[src/rtl/crc_err_supervisor_pkg.sv]
// Purpose : shared types and helpers for the CRC error supervisor.
// Contents: supervisor state enum, memory channel indices, and a
//           lowest-set-bit helper used for fault attribution.
package crc_sup_pkg;

  typedef enum logic [1:0] {
    ST_OK    = 2'd0,
    ST_WARN  = 2'd1,
    ST_FAULT = 2'd2
  } sup_state_e;

  localparam int CH_MEM1    = 0;  // ASIL-D memory, tight threshold
  localparam int CH_MEM2    = 1;  // ASIL-B memory, loose threshold
  localparam int SUP_NUM_CH = 2;

  // Index of the lowest set bit; 0 when no bit is set, which is also the
  // cleared value of the fault channel register.
  function automatic logic lowest_set_idx(input logic [SUP_NUM_CH-1:0] v);
    logic idx;
    idx = 1'b0;
    for (int i = SUP_NUM_CH - 1; i >= 0; i--) begin
      if (v[i]) idx = 1'(i);
    end
    return idx;
  endfunction

endpackage

[src/rtl/crc_err_counter.sv]
// Purpose : per-channel corrected-error counter with leaky-bucket decay.
// Ports   : clk, rst (sync, active-high)
//           inc       - corrected-error event this cycle
//           leak      - leak tick this cycle
//           threshold - warn level for this channel
//           count     - registered saturating count
//           ovr       - next count value is at or above threshold
module crc_err_counter #(
  parameter int CNT_WIDTH = 8
) (
  input  logic                 clk,
  input  logic                 rst,
  input  logic                 inc,
  input  logic                 leak,
  input  logic [CNT_WIDTH-1:0] threshold,
  output logic [CNT_WIDTH-1:0] count,
  output logic                 ovr
);

  localparam logic [CNT_WIDTH-1:0] CNT_MAX = '1;

  logic [CNT_WIDTH-1:0] r_count;
  logic [CNT_WIDTH-1:0] w_count_nxt;

  // An increment and a leak in the same cycle cancel, even at saturation.
  always_comb begin
    w_count_nxt = r_count;
    if (inc && !leak) begin
      if (r_count != CNT_MAX) w_count_nxt = r_count + CNT_WIDTH'(1);
    end else if (leak && !inc) begin
      if (r_count != '0) w_count_nxt = r_count - CNT_WIDTH'(1);
    end
  end

  always_ff @(posedge clk) begin
    if (rst) r_count <= '0;
    else     r_count <= w_count_nxt;
  end

  // Looks at the next value so the FSM escalates in the same cycle the
  // counter reaches its threshold.
  assign ovr   = (w_count_nxt >= threshold);
  assign count = r_count;

endmodule

[src/rtl/crc_err_supervisor.sv]
// Purpose : safety supervisor for the crc_mem error strobes. Counts
//           corrected errors per channel with leaky decay and escalates to
//           a global WARN / sticky FAULT state with software acknowledge.
// Ports   : clk, rst (sync, active-high)
//           err_detected, err_corrected - per-channel strobes
//           fault_ack    - acknowledge of a latched fault
//           warn, fault  - registered state indications
//           fault_ch     - first channel that caused the current fault
//           uncorr_flags - sticky per-channel uncorrectable flags
//           corr_cnt     - packed counters, channel 0 in the LSBs
//           irq          - one-cycle pulse on every state change
//
// state    | meaning
// ---------+-----------------------------------------------------------
// ST_OK    | all counters below threshold, no fault latched
// ST_WARN  | at least one counter at/above its threshold
// ST_FAULT | uncorrectable error latched, waiting for fault_ack
module crc_err_supervisor
  import crc_sup_pkg::*;
#(
  parameter int NUM_CH        = 2,
  parameter int CNT_WIDTH     = 8,
  parameter int CORR_THRESH_0 = 4,
  parameter int CORR_THRESH_1 = 16,
  parameter int LEAK_PERIOD   = 1024
) (
  input  logic                        clk,
  input  logic                        rst,
  input  logic [NUM_CH-1:0]           err_detected,
  input  logic [NUM_CH-1:0]           err_corrected,
  input  logic                        fault_ack,
  output logic                        warn,
  output logic                        fault,
  output logic                        fault_ch,
  output logic [NUM_CH-1:0]           uncorr_flags,
  output logic [NUM_CH*CNT_WIDTH-1:0] corr_cnt,
  output logic                        irq
);

  localparam int               LEAK_W    = $clog2(LEAK_PERIOD);
  localparam logic [LEAK_W-1:0] LEAK_LAST = LEAK_W'(LEAK_PERIOD - 1);

  logic [NUM_CH-1:0] w_corr;
  logic [NUM_CH-1:0] w_uncorr;
  logic [NUM_CH-1:0] w_ovr;
  logic              w_any_uncorr;
  logic              w_any_ovr;

  // A corrected strobe counts even without err_detected.
  assign w_corr       = err_corrected;
  assign w_uncorr     = err_detected & ~err_corrected;
  assign w_any_uncorr = |w_uncorr;
  assign w_any_ovr    = |w_ovr;

  // Leak timer
  logic [LEAK_W-1:0] r_leak_cnt;
  logic              w_leak_tick;

  assign w_leak_tick = (r_leak_cnt == LEAK_LAST);

  always_ff @(posedge clk) begin
    if (rst)              r_leak_cnt <= '0;
    else if (w_leak_tick) r_leak_cnt <= '0;
    else                  r_leak_cnt <= r_leak_cnt + LEAK_W'(1);
  end

  // Per-channel counters
  for (genvar c = 0; c < NUM_CH; c++) begin : g_ch
    localparam int TH = (c == CH_MEM1) ? CORR_THRESH_0 : CORR_THRESH_1;

    crc_err_counter #(
      .CNT_WIDTH (CNT_WIDTH)
    ) u_cnt (
      .clk       (clk),
      .rst       (rst),
      .inc       (w_corr[c]),
      .leak      (w_leak_tick),
      .threshold (CNT_WIDTH'(TH)),
      .count     (corr_cnt[c*CNT_WIDTH +: CNT_WIDTH]),
      .ovr       (w_ovr[c])
    );
  end

  // FSM
  sup_state_e r_state;
  sup_state_e w_state_nxt;

  always_comb begin
    w_state_nxt = r_state;
    case (r_state)
      ST_OK: begin
        if (w_any_uncorr)   w_state_nxt = ST_FAULT;
        else if (w_any_ovr) w_state_nxt = ST_WARN;
      end
      ST_WARN: begin
        if (w_any_uncorr)    w_state_nxt = ST_FAULT;
        else if (!w_any_ovr) w_state_nxt = ST_OK;
      end
      ST_FAULT: begin
        // A new uncorrectable event coincident with the ack keeps us here.
        if (fault_ack && !w_any_uncorr) w_state_nxt = w_any_ovr ? ST_WARN : ST_OK;
      end
      default: w_state_nxt = ST_OK;
    endcase
  end

  // Fault latching
  logic [NUM_CH-1:0] r_flags;
  logic [NUM_CH-1:0] w_flags_nxt;
  logic              r_fault_ch;
  logic              w_fault_ch_nxt;

  always_comb begin
    w_flags_nxt    = r_flags;
    w_fault_ch_nxt = r_fault_ch;
    if (r_state != ST_FAULT) begin
      if (w_any_uncorr) begin
        w_flags_nxt    = w_uncorr;
        w_fault_ch_nxt = lowest_set_idx(w_uncorr);
      end
    end else if (fault_ack) begin
      // Ack reloads with this cycle's events only; with none, both clear.
      w_flags_nxt    = w_uncorr;
      w_fault_ch_nxt = lowest_set_idx(w_uncorr);
    end else begin
      // Later events accumulate but the original culprit is kept.
      w_flags_nxt = r_flags | w_uncorr;
    end
  end

  logic r_warn;
  logic r_fault;
  logic r_irq;

  always_ff @(posedge clk) begin
    if (rst) begin
      r_state    <= ST_OK;
      r_flags    <= '0;
      r_fault_ch <= 1'b0;
      r_warn     <= 1'b0;
      r_fault    <= 1'b0;
      r_irq      <= 1'b0;
    end else begin
      r_state    <= w_state_nxt;
      r_flags    <= w_flags_nxt;
      r_fault_ch <= w_fault_ch_nxt;
      r_warn     <= (w_state_nxt == ST_WARN);
      r_fault    <= (w_state_nxt == ST_FAULT);
      r_irq      <= (w_state_nxt != r_state);
    end
  end

  assign warn         = r_warn;
  assign fault        = r_fault;
  assign fault_ch     = r_fault_ch;
  assign uncorr_flags = r_flags;
  assign irq          = r_irq;

endmodule

[config.mk]
export PLATFORM = sky130hd
export DESIGN_NAME = crc_err_supervisor
export DESIGN_NICKNAME = d
export VERILOG_FILES = /design/src/rtl/crc_err_supervisor_pkg.sv /design/src/rtl/crc_err_counter.sv /design/src/rtl/crc_err_supervisor.sv
export SDC_FILE = /design/constraint.sdc
export NUM_CORES = 1
export LEC_CHECK = 0
export BUFFER_PORTS_ARGS = -buffer_cell sky130_fd_sc_hd__buf_4
export CORE_ASPECT_RATIO = 0.6
export CORE_MARGIN = 1
export CORE_UTILIZATION = 35
export DETAILED_ROUTE_END_ITERATION = 6
export GPL_TIMING_DRIVEN = 0
export SLEW_MARGIN = 20
export SYNTH_ARGS = -nofsm -noshare
export SYNTH_HDL_FRONTEND = slang
export SYNTH_SLANG_ARGS = --single-unit
[constraint.sdc]
create_clock -name clk -period 2.45 [get_ports clk]
set_input_delay 0.1225 -clock clk [delete_from_list [all_inputs] [get_ports clk]]
set_output_delay 0.1225 -clock clk [all_outputs]
set_load 0.02 [all_outputs]
==> impl_metrics.yaml, run 1 <==
cells_and_area:
  fin_util: 0.4745
  layout.nets: 346
  fillers: 646
  area_delta_synth_final_pct: 28.35
  fin_area_um2: 2952
  drive_above_1_share: 0.2613
  antennaDiodeCount: 0
route:
  via_count: 2363
  routedWlPerCell_um: 16.49
  first_pass_iters: 4
  vias_per_cell: 5.667
  routed_wl_mm: 6.876
  drc: 0
  drt_iter0_markers: 208
  ant_nets: 0
yosys:
  syn_area_um2: 2300
  synthFlopType: "dfxtp_1"
  seq_area_frac_synth: 0.2960
  syn_nets: 302
  ys_seq_elements: 34
  syn_inst: 288
  ys_warn_count: 0
  async_flop_share: 0
  syn_avg_cell_area_um2: 7.985
  synth_edf_count: 0
  synth.distinct_cells: 59
timing:
  slew_headroom: 0.5859
  finalSetupTns_ns: -1.296
  rsz0062_at_grt: "true"
  setup_slack_ns: -0.4813
  setup_viol: 3
  tightest_slew_ns: 0.6211
  fin_skew_ns: 0.003761
  fmax_mhz: 341.1
  hold_viol: 0
  drv_slew: 0
  fin_crit_sh: 1.196
  layout_min_cycle_time_ns: 2.931
die:
  design.die.area_um2: 6910
  die_w_um: 106.6
  io-pin-count: 29
  core_region_area_um2: 6221
  fp-row-count: 22
  initial_core_util: 0.3697
  die_h_um: 64.79
critical_path:
  reg2regPathDepth: 9
  critPathCapture: "irq"
  critPathMaxFanout: 4
  rrSetupSlack_ns: -0.48
  worstSetupStartpoint: "g_ch[1].u_cnt.count[2]"
  endpoint_kind: "flip-flop"
  arrival_ns: 3.15
  crit_type: "reg -> reg"
  critPathLaunchType: "flip-flop"
  reg2reg_to: "irq"
  r2r-start: "g_ch[1].u_cnt.count[2]"
  worst_ep_required_time_ns: 2.66
grt:
  grt_pass1_wl_mm: 10.87
  grt_overflow: 0
  gr-max-usage-layer: "met1"
  globalRouteMet1Util: 0.3149
  use_met3: 0.04427
  groute.usage.overall: 0.2034
  grt_antenna_before_repair: 0
  grt_pass1_vias: 2129
  grt_max_degree: 13
  grtUsageMet2: 0.2694
placed_design:
  place_hpwl_mm: 4.846
  dp_slack_ns: -0.9457
  placed_area_um2: 2631
  io_buffers: 27
  gp_congestion: 0.8925
outcome:
  status: "finished with violations"
  violations: "setup timing"
job:
  max_cap_violations: 0
clocking:
  cts_made_buffers: 5
  cts_root_buffer: "clkbuf_8"
  hold_buffers: 0
  clock_path_buffers: 2
  clk_latency_ns: 0.30
  cts_tree: "built"
  path_clk_slew_ns: 0.08
  cts_htree_levels: 2
  clkSinkCount: 34
power:
  power_mw: 1.628
  vdd.ir_drop.worst_mv: 0.3213
  power.density_nw_per_um2: 551.5
  power.leakage_nw: 1.136
min_path:
  hold_class: "in -> reg"
## cell families (layout without fill, tap and decap cells)
family / Yosys count / count (layout) / share of synthesized area
xor+xnor: 13 / 13 / 0.04951
mux: 10 / 10 / 0.05223
simple gates: 125 / 125 / 0.2965
flops: 34 / 34 / 0.2960
buf+inv: 38 / 83 / 0.07236
compound gates: 61 / 61 / 0.1953
fa+ha+maj: 7 / 7 / 0.03808
## cells in the final DEF (no fill, tap or decap), drive strengths merged, types with 4 or more instances in the layout
cell    netlist  layout
a211oi        4       4
a21oi         8       8
a31oi         7       7
and3          7       7
buf          12      49
clkbuf       13      18
dfxtp        34      34
ha            7       7
inv          12      12
mux2i         6       6
nand2        18      18
nand2b        5       5
nand3        18      18
nand4         9       9
nor2         23      23
nor2b         4       4
nor3         18      18
nor4          5       5
o211ai        5       5
o21ai         8       8
o22ai         7       7
xnor2         9       9
xor2          4       4
## state kept, by name, indices dropped and copies added, names as in the netlist
| signal | flops |
|---|---|
| r_state | 2 |
| g_ch.u_cnt.count | 16 |
| fault | 1 |
| r_leak_cnt | 10 |
| uncorr_flags | 2 |
| irq | 1 |
| warn | 1 |
| fault_ch | 1 |
## cell type report
class                           count  area [µm²]  share of cell area
Clock inverter                      3       68.82             0.02331
Clock buffer                        5       68.82             0.02331
Tap cell                           84       105.1             0.03561
Inverter                           13       48.80             0.01653
Timing Repair Buffer               40       300.3              0.1017
Buffer                             22       125.1             0.04239
Multi-Input combinational cell    216        1544              0.5231
Sequential cell                    34       690.7              0.2340
## metrics by stage
step / instances / hold WS [ns]
finish: 417 / 0.1599
global route: 417 / 0.1927
CTS: 411 / 0.1469
detailed placement: 399 / 0.4513
global placement: 399 / 0.4334
floorplan: 288 / 0.3152
## critical path, stage by stage (launching register included)
cell and delay (ns):
dfxtp_2 0.33, or4_4 0.53, or4b_4 0.53, mux2_4 0.28
o221ai_2 0.18, nand4_1 0.19, nor4_4 0.38, buf_4 0.19
nor4b_2 0.05, nor4_2 0.17
## synthesized netlist by cell type (2+ instances only)
library cell	n	area (µm²)
a2111oi_0	2	17.52
a211o_1	2	17.52
a211oi_1	4	30.03
a21oi_1	8	40.04
a221oi_1	2	17.52
a31oi_1	7	43.79
a41o_1	2	20.02
and3_1	7	43.79
buf_1	3	11.26
buf_2	7	35.03
buf_6	2	22.52
clkbuf_1	13	48.80
dfxtp_1	34	680.7
ha_1	7	87.58
inv_1	11	41.29
mux2_2	2	22.52
mux2i_1	6	60.06
nand2_1	18	67.56
nand2b_1	5	31.28
nand3_1	18	90.09
nand4_1	9	56.30
nor2_1	23	86.33
nor2b_1	4	25.02
nor3_1	18	90.09
nor3b_1	2	15.01
nor4_1	4	25.02
nor4b_1	3	26.28
o211ai_1	5	37.54
o21ai_0	7	35.03
o221ai_2	3	45.04
o22ai_1	7	43.79
o31a_1	2	17.52
or2_2	2	12.51
or3_1	3	18.77
xnor2_1	9	78.83
xor2_1	4	35.03
## how the worst min path moves through the flow
stage,start,to,slack (ns),depth (start not counted)
after floorplan,fault_ack,warn,0.32,2
after global placement,r_leak_cnt[0],r_leak_cnt[0],0.43,1
after detailed placement,r_leak_cnt[0],r_leak_cnt[0],0.45,1
after CTS,fault_ack,warn,0.15,3
after global routing,fault_ack,r_state[1],0.19,3
final,fault_ack,r_state[0],0.16,3
## per-layer routing
layer	wire length, µm	vias up
li1	-	1154
met1	3665	1098
met2	2583	100
met3	526	11
met4	101	0
met5	0	-
## power breakdown
group	leakage [nW]	total (mW)	internal, mW	switching, mW
sequential	0.281	0.616	0.581	0.0347
combinational	0.786	0.348	0.154	0.194
clock	0.0683	0.664	0.408	0.256
total	1.14	1.63	1.14	0.484
## timing repair
item	CTS	global route
resized for setup	19	11
buffers inserted	7	6
pin swaps	6	5
endpoints found under the hold margin	0	0
endpoints found under the setup margin	17	6
Power figures use the tool's default switching activity.
==> run 2, diff against run 1 <==
--- a/config.mk
+++ b/config.mk
@@ -5,7 +5,9 @@
 export SDC_FILE = /design/constraint.sdc
 export NUM_CORES = 1
 export LEC_CHECK = 0
+export ABC_AREA = 1
 export BUFFER_PORTS_ARGS = -buffer_cell sky130_fd_sc_hd__buf_4
+export CAP_MARGIN = 20
 export CORE_ASPECT_RATIO = 0.6
 export CORE_MARGIN = 1
 export CORE_UTILIZATION = 35
==> run 2 against run 1 <==
  * The flow now finishes without violations
  * Clock-buffer cell count is 1 higher
  * Hold slack worse by 0.0011 ns
  * First-iteration DRC count is 26% lower
  * Die area is 1.0% higher
  * Via count is 3.9% higher
  * Sequential share of layout area is 1.2 points higher
  * Non-clock buffer count is 28 lower
  * Sequential power is 3% lower
  * Critical path type unchanged
  * Critical endpoint unchanged
  * Largest cell class unchanged
  * Largest power group is now registers
  * Highest routed layer unchanged
==> impl_metrics.yaml, run 2 <==
critical_path:
  arrival_ns: 2.43
  reg2reg_to: "irq"
  endpoint_kind: "flip-flop"
  slowest_stage: "dfxtp_1"
  crit_type: "reg -> reg"
  critPathMaxStageDelay_ns: 0.36
  critPathCapture: "irq"
  critPathLaunchType: "flip-flop"
  reg2regPathDepth: 16
  worstSetupStartpoint: "r_leak_cnt[0]"
  critPathMaxFanout: 10
  worst_ep_required_time_ns: 2.65
  crit_top_cell: "nand2_1"
  r2r-start: "r_leak_cnt[0]"
  rrSetupSlack_ns: 0.22
  path_cells: "ha_1, nand2_2, nor2_4, nand3_4, nand2_2, inv_1, nand2_1, nand2_1, inv_1, nand2_1, nor2_1, nand3_1, nand3_1, nand3_1, nand2_1, inv_1"
die:
  die_h_um: 65.11
  design.die.area_um2: 6979
  fp-row-count: 22
  core_region_area_um2: 6248
  die_w_um: 107.2
  initial_core_util: 0.3718
  io-pin-count: 29
clocking:
  clock_path_buffers: 2
  cts_htree_levels: 2
  path_clk_slew_ns: 0.08
  clkSinkCount: 34
  cts_made_buffers: 5
  cts_root_buffer: "clkbuf_8"
  cts_tree: "built"
  hold_buffers: 0
  clk_latency_ns: 0.29
yosys:
  syn_inst: 378
  synth.most_common_cell: "nand2_1"
  synth.area.mux_share: 0
  ys_seq_elements: 34
  syn_nets: 392
  syn_area_um2: 2323
  synthFlopType: "dfxtp_1"
  yosys.area_share.simple: 0.4405
  synth_top_family_by_area: "simple AND/OR/NAND/NOR gates"
  synth_top_area_frac: 0.2929
  ys_warn_count: 0
  synth_edf_count: 0
  yosys.area_share.adder: 0.03770
  synth.area.top_cells: "dfxtp_1, nand2_1, nand3_1"
  syn_avg_cell_area_um2: 6.147
  synth_top_cell_by_area: "dfxtp_1"
  synth.distinct_cells: 31
  synth_compound_area_frac: 0.09962
  synth_xor_xnor_area_share: 0.04146
  async_flop_share: 0
  seq_area_frac_synth: 0.2929
  synthTopCellsByCount: "nand2_1, nor2_1, nand3_1"
route:
  drc: 0
  routed_wl_mm: 5.904
  wl_met1_mm: 3.301
  met3_length_um: 424
  drt_iter0_markers: 154
  dr.max_layer_used: "met4"
  ant_nets: 0
  first_pass_iters: 4
  wl_met2_mm: 2.120
  vias_per_cell: 4.918
  routedWlPerCell_um: 11.83
  via_count: 2454
grt:
  grt_overflow: 0
  grt_antenna_before_repair: 0
  grt_max_degree: 11
  grt_pass1_wl_mm: 10.02
  grt_pass1_vias: 2071
  groute.usage.overall: 0.1838
timing:
  hold_viol: 0
  fin_crit_sh: 0.9116
  drv_slew: 0
  layout_min_cycle_time_ns: 2.234
  setup_slack_ns: 0.2165
  finalSetupTns_ns: 0
  fin_skew_ns: 0.009799
  setup_viol: 0
  fmax_mhz: 447.7
  tightest_slew_ns: 0.5388
  slew_headroom: 0.6408
  rsz0062_at_grt: "false"
placed_design:
  gp_congestion: 0.8631
  io_buffers: 28
  dp_slack_ns: 0.2049
  place_hpwl_mm: 4.655
power:
  power.leakage_nw: 1.393
  vdd.ir_drop.worst_mv: 0.1948
  power.density_nw_per_um2: 499.8
cells_and_area:
  final_common_cell: "nand2_1"
  fillers: 659
  layout.nets: 429
  mostFrequentLayoutCells: "nand2_1, nor2_1, nand3_1, inv_1, dfxtp_1"
  antennaDiodeCount: 0
  drive_above_1_share: 0.1542
  largest_reg_flops: 16
  area_delta_synth_final_pct: 19.33
min_path:
  hold_class: "in -> reg"
job:
  max_cap_violations: 0
outcome:
  status: "finished, final reports clean"
[run 2: cell types whose count changed in the layout (fill, tap and decap cells not counted), sizes merged, moves of 12 or more]
cell   previous run  this run
nor3             18         4
o21ai             8        20
nand2            18       115
nand3            18        44
nor2             23        58
inv              12        48
buf              49        32
[run 2: layout make-up]
class	count	area, µm²	share of cell area
multi-input cells	291	1444	0.5208
flip-flops and latches	34	681.9	0.2459
repair buffers	30	225.2	0.08123
inverters	49	186.4	0.06724
well taps	84	105.1	0.03791
clock buffers	6	82.58	0.02978
clock inverters	1	30.03	0.01083
plain buffers	4	17.52	0.006318
[run 2: timing repair]
| item | CTS | global route |
|---|---|---|
| setup endpoints to repair | 0 | 2 |
| buffers inserted | 0 | 2 |
| resized for setup | 0 | 2 |
[run 2: logic make-up after synthesis]
family | after synthesis
AND/OR/NAND/NOR | 230
buffers and inverters | 53
AO/OA/AOI/OAI | 43
flip-flops | 34
XOR/XNOR | 11
adder cells (fa/ha/maj) | 7
[run 2: per-stage QoR]
| step | hold slack, ns | utilization | cell area [µm²] | total power [mW] | cells |
|---|---|---|---|---|---|
| 3_5_place_dp | 0.4482 | 0.4223 | 2639 | 0.8613 | 490 |
| 4_1_cts | 0.1632 | 0.4403 | 2751 | 1.401 | 497 |
| 3_3_place_gp | 0.4305 | 0.4223 | 2639 | 0.8589 | 490 |
| 6_report | 0.1588 | 0.4437 | 2773 | 1.386 | 499 |
| 2_1_floorplan | 0.3049 | - | 2323 | 0.7786 | 378 |
| 5_1_grt | 0.1721 | 0.4437 | 2773 | 1.469 | 499 |
[run 2: report_power, final]
| part | switching, mW | total [mW] | leakage (nW) | internal, mW |
|---|---|---|---|---|
| sequential | 0.0207 | 0.597 | 0.278 | 0.576 |
| clock | 0.209 | 0.535 | 0.0573 | 0.325 |
| combinational | 0.162 | 0.254 | 1.06 | 0.0923 |
[run 2: critical path: cells and delay by family, from the launching register on]
kind | cells | cell delay (ns)
adder cells (fa/ha/maj) | 1 | 0.19
AND/OR/NAND/NOR | 12 | 1.29
flip-flops | 1 | 0.36
buffers and inverters | 3 | 0.29
[run 2: how the worst min path moves through the flow]
| stage | from | end | slack (ns) | depth (start not counted) |
|---|---|---|---|---|
| floorplan | rst | irq | 0.30 | 3 |
| global placement | r_leak_cnt[0] | r_leak_cnt[0] | 0.43 | 1 |
| detailed placement | r_leak_cnt[0] | r_leak_cnt[0] | 0.45 | 1 |
| CTS | rst | irq | 0.16 | 4 |
| global route | rst | irq | 0.17 | 4 |
| finish | rst | irq | 0.16 | 4 |
[run 2: per-layer routing]
| layer | global-route usage | vias up |
|---|---|---|
| li1 | - | 1283 |
| met1 | 0.2992 | 1094 |
| met2 | 0.2306 | 70 |
| met3 | 0.03671 | 7 |
| met4 | 0.05137 | 0 |
| met5 | 0 | - |
==> run 3, diff against run 2 <==
--- a/config.mk
+++ b/config.mk
@@ -9,7 +9,7 @@
 export BUFFER_PORTS_ARGS = -buffer_cell sky130_fd_sc_hd__buf_4
 export CAP_MARGIN = 20
 export CORE_ASPECT_RATIO = 0.6
-export CORE_MARGIN = 1
+export CORE_MARGIN = 5
 export CORE_UTILIZATION = 35
 export DETAILED_ROUTE_END_ITERATION = 6
 export GPL_TIMING_DRIVEN = 0
==> run 3 against run 2 <==
  * Setup slack better by 0.022 ns
  * Non-clock buffer count is 6 higher
  * Final cell count up 2.0%
  * Utilization shrank 0.38 points
  * Clock skew shrank 0.0052 ns
  * Via count is 0.57% higher
  * Critical path depth rose by 2
  * Clock power up 20%
  * Hold slack gained 0.020 ns
  * Sequential share of layout area shrank 0.93 points
  * Global-route usage is 2.9 points lower
  * Largest cell class unchanged
==> impl_metrics.yaml, run 3 (synthesis results as in run 2) <==
cells_and_area:
  final-seq-area_um2: 683.2
  area_delta_synth_final_pct: 24.23
  fin_util: 0.4399
  mostFrequentLayoutCells: "nand2_1, nor2_1, nand3_1, inv_1, buf_4"
  layout.nets: 435
  drive_above_1_share: 0.1754
  antennaDiodeCount: 0
  multi_input_area_um2: 1483
  fillers: 668
  final_common_cell: "nand2_1"
  largest_reg_flops: 16
route:
  first_pass_iters: 4
  vias_per_cell: 4.849
  drc: 0
  routed_wl_mm: 6.345
  drt_iter0_markers: 164
  via_count: 2468
  routedWlPerCell_um: 12.47
  ant_nets: 0
grt:
  grt_pass1_vias: 2119
  grt_max_degree: 13
  grt_pass1_wl_mm: 10.35
  groute.usage.overall: 0.1548
  grt_antenna_before_repair: 0
  grt_overflow: 0
placed_design:
  gp_congestion: 0.8577
  place_hpwl_mm: 4.702
  io_buffers: 28
  dp_slack_ns: 0.1541
power:
  power.leakage_nw: 1.452
  power_mw: 1.505
  vdd.ir_drop.worst_mv: 0.3182
  power.density_nw_per_um2: 521.4
die:
  fp-row-count: 23
  core_region_area_um2: 6561
  die_w_um: 115.2
  io-pin-count: 29
  die_h_um: 73.11
  design.die.area_um2: 8421
  initial_core_util: 0.3541
min_path:
  hold_class: "in -> reg"
critical_path:
  arrival_ns: 2.40
  critPathMaxFanout: 8
  endpoint_kind: "flip-flop"
  critPathLaunchType: "flip-flop"
  crit_type: "reg -> reg"
  worst_ep_required_time_ns: 2.64
timing:
  fin_skew_ns: 0.004579
  whs_ns: 0.1790
  setup_viol: 0
  finalSetupTns_ns: 0
  slew_headroom: 0.6264
  hold_viol: 0
  tightest_slew_ns: 0.5604
  drv_slew: 0
  fin_crit_sh: 0.9028
  rsz0062_at_grt: "false"
  setup_slack_ns: 0.2382
  fmax_mhz: 452.1
  layout_min_cycle_time_ns: 2.212
clocking:
  cts_htree_levels: 2
  cts_root_buffer: "clkbuf_8"
  cts_tree: "built"
  path_clk_slew_ns: 0.08
  clkSinkCount: 34
  clock_path_buffers: 2
  cts_made_buffers: 5
  clk_latency_ns: 0.29
outcome:
  status: "finished, final reports clean"
job:
  max_cap_violations: 0
run 3: cell count changes in the layout (fill, tap and decap cells not counted), sizes merged:
cell    change
buf         +6
bufinv      +1
clkbuf      -1
clkinv      +1
run 3: metal layers:
layer,wire [µm],global-route usage,up-vias
li1,-,-,1295
met1,3149,0.2489,1092
met2,2568,0.2058,79
met3,615,0.04060,2
met4,12,0.01953,0
met5,0,0,-
run 3: final cells by class:
type	instances	area share
buffer	4	0.006068
clock buffer	5	0.02384
inverter	49	0.06459
sequential	34	0.2367
clock inverter	3	0.02384
tap	87	0.03771
timing repair buffer	36	0.09363
multi-input combinational	291	0.5137
run 3: worst max-delay path, stage by stage (launching register included):
cell and delay, ns:
dfxtp_1 0.38, ha_4 0.16, nand2_4 0.07, nor2_4 0.12, nand3_4 0.19, nor2_8 0.23
inv_4 0.06, nand2_1 0.06, nand2_1 0.06, nand2_1 0.06, nand2_1 0.06, inv_1 0.07
nand2_1 0.06, nor2_1 0.10, nand3_1 0.10, nand3_1 0.10, nand3_1 0.07, nand2_1 0.08
inv_1 0.06
run 3: worst paths after layout:
path	slack (ns)	end	cells after the start	startpoint
setup / recovery	0.24	irq	18	r_leak_cnt[1]
hold / removal	0.18	g_ch[1].u_cnt.count[0]	4	rst
setup reg to reg	0.24	irq	18	r_leak_cnt[1]
hold reg to reg	0.47	uncorr_flags[0]	2	uncorr_flags[0]
run 3: power by group:
group	internal [mW]	switching, mW
combinational	0.0964	0.165
clock	0.408	0.236
sequential	0.576	0.0243
run 3: timing repair:
item / in CTS / in global routing
endpoints found under the setup margin: 0 / 3
buffers inserted: 0 / 8
hold buffers: 0 / 0
resized for setup: 0 / 10
run 3: stage by stage:
| stage | std cells | cell area [µm²] |
|---|---|---|
| 2_1_floorplan | 378 | 2323 |
| 3_3_place_gp | 493 | 2643 |
| 3_5_place_dp | 493 | 2643 |
| 4_1_cts | 501 | 2780 |
| 5_1_grt | 509 | 2887 |
| 6_report | 509 | 2887 |
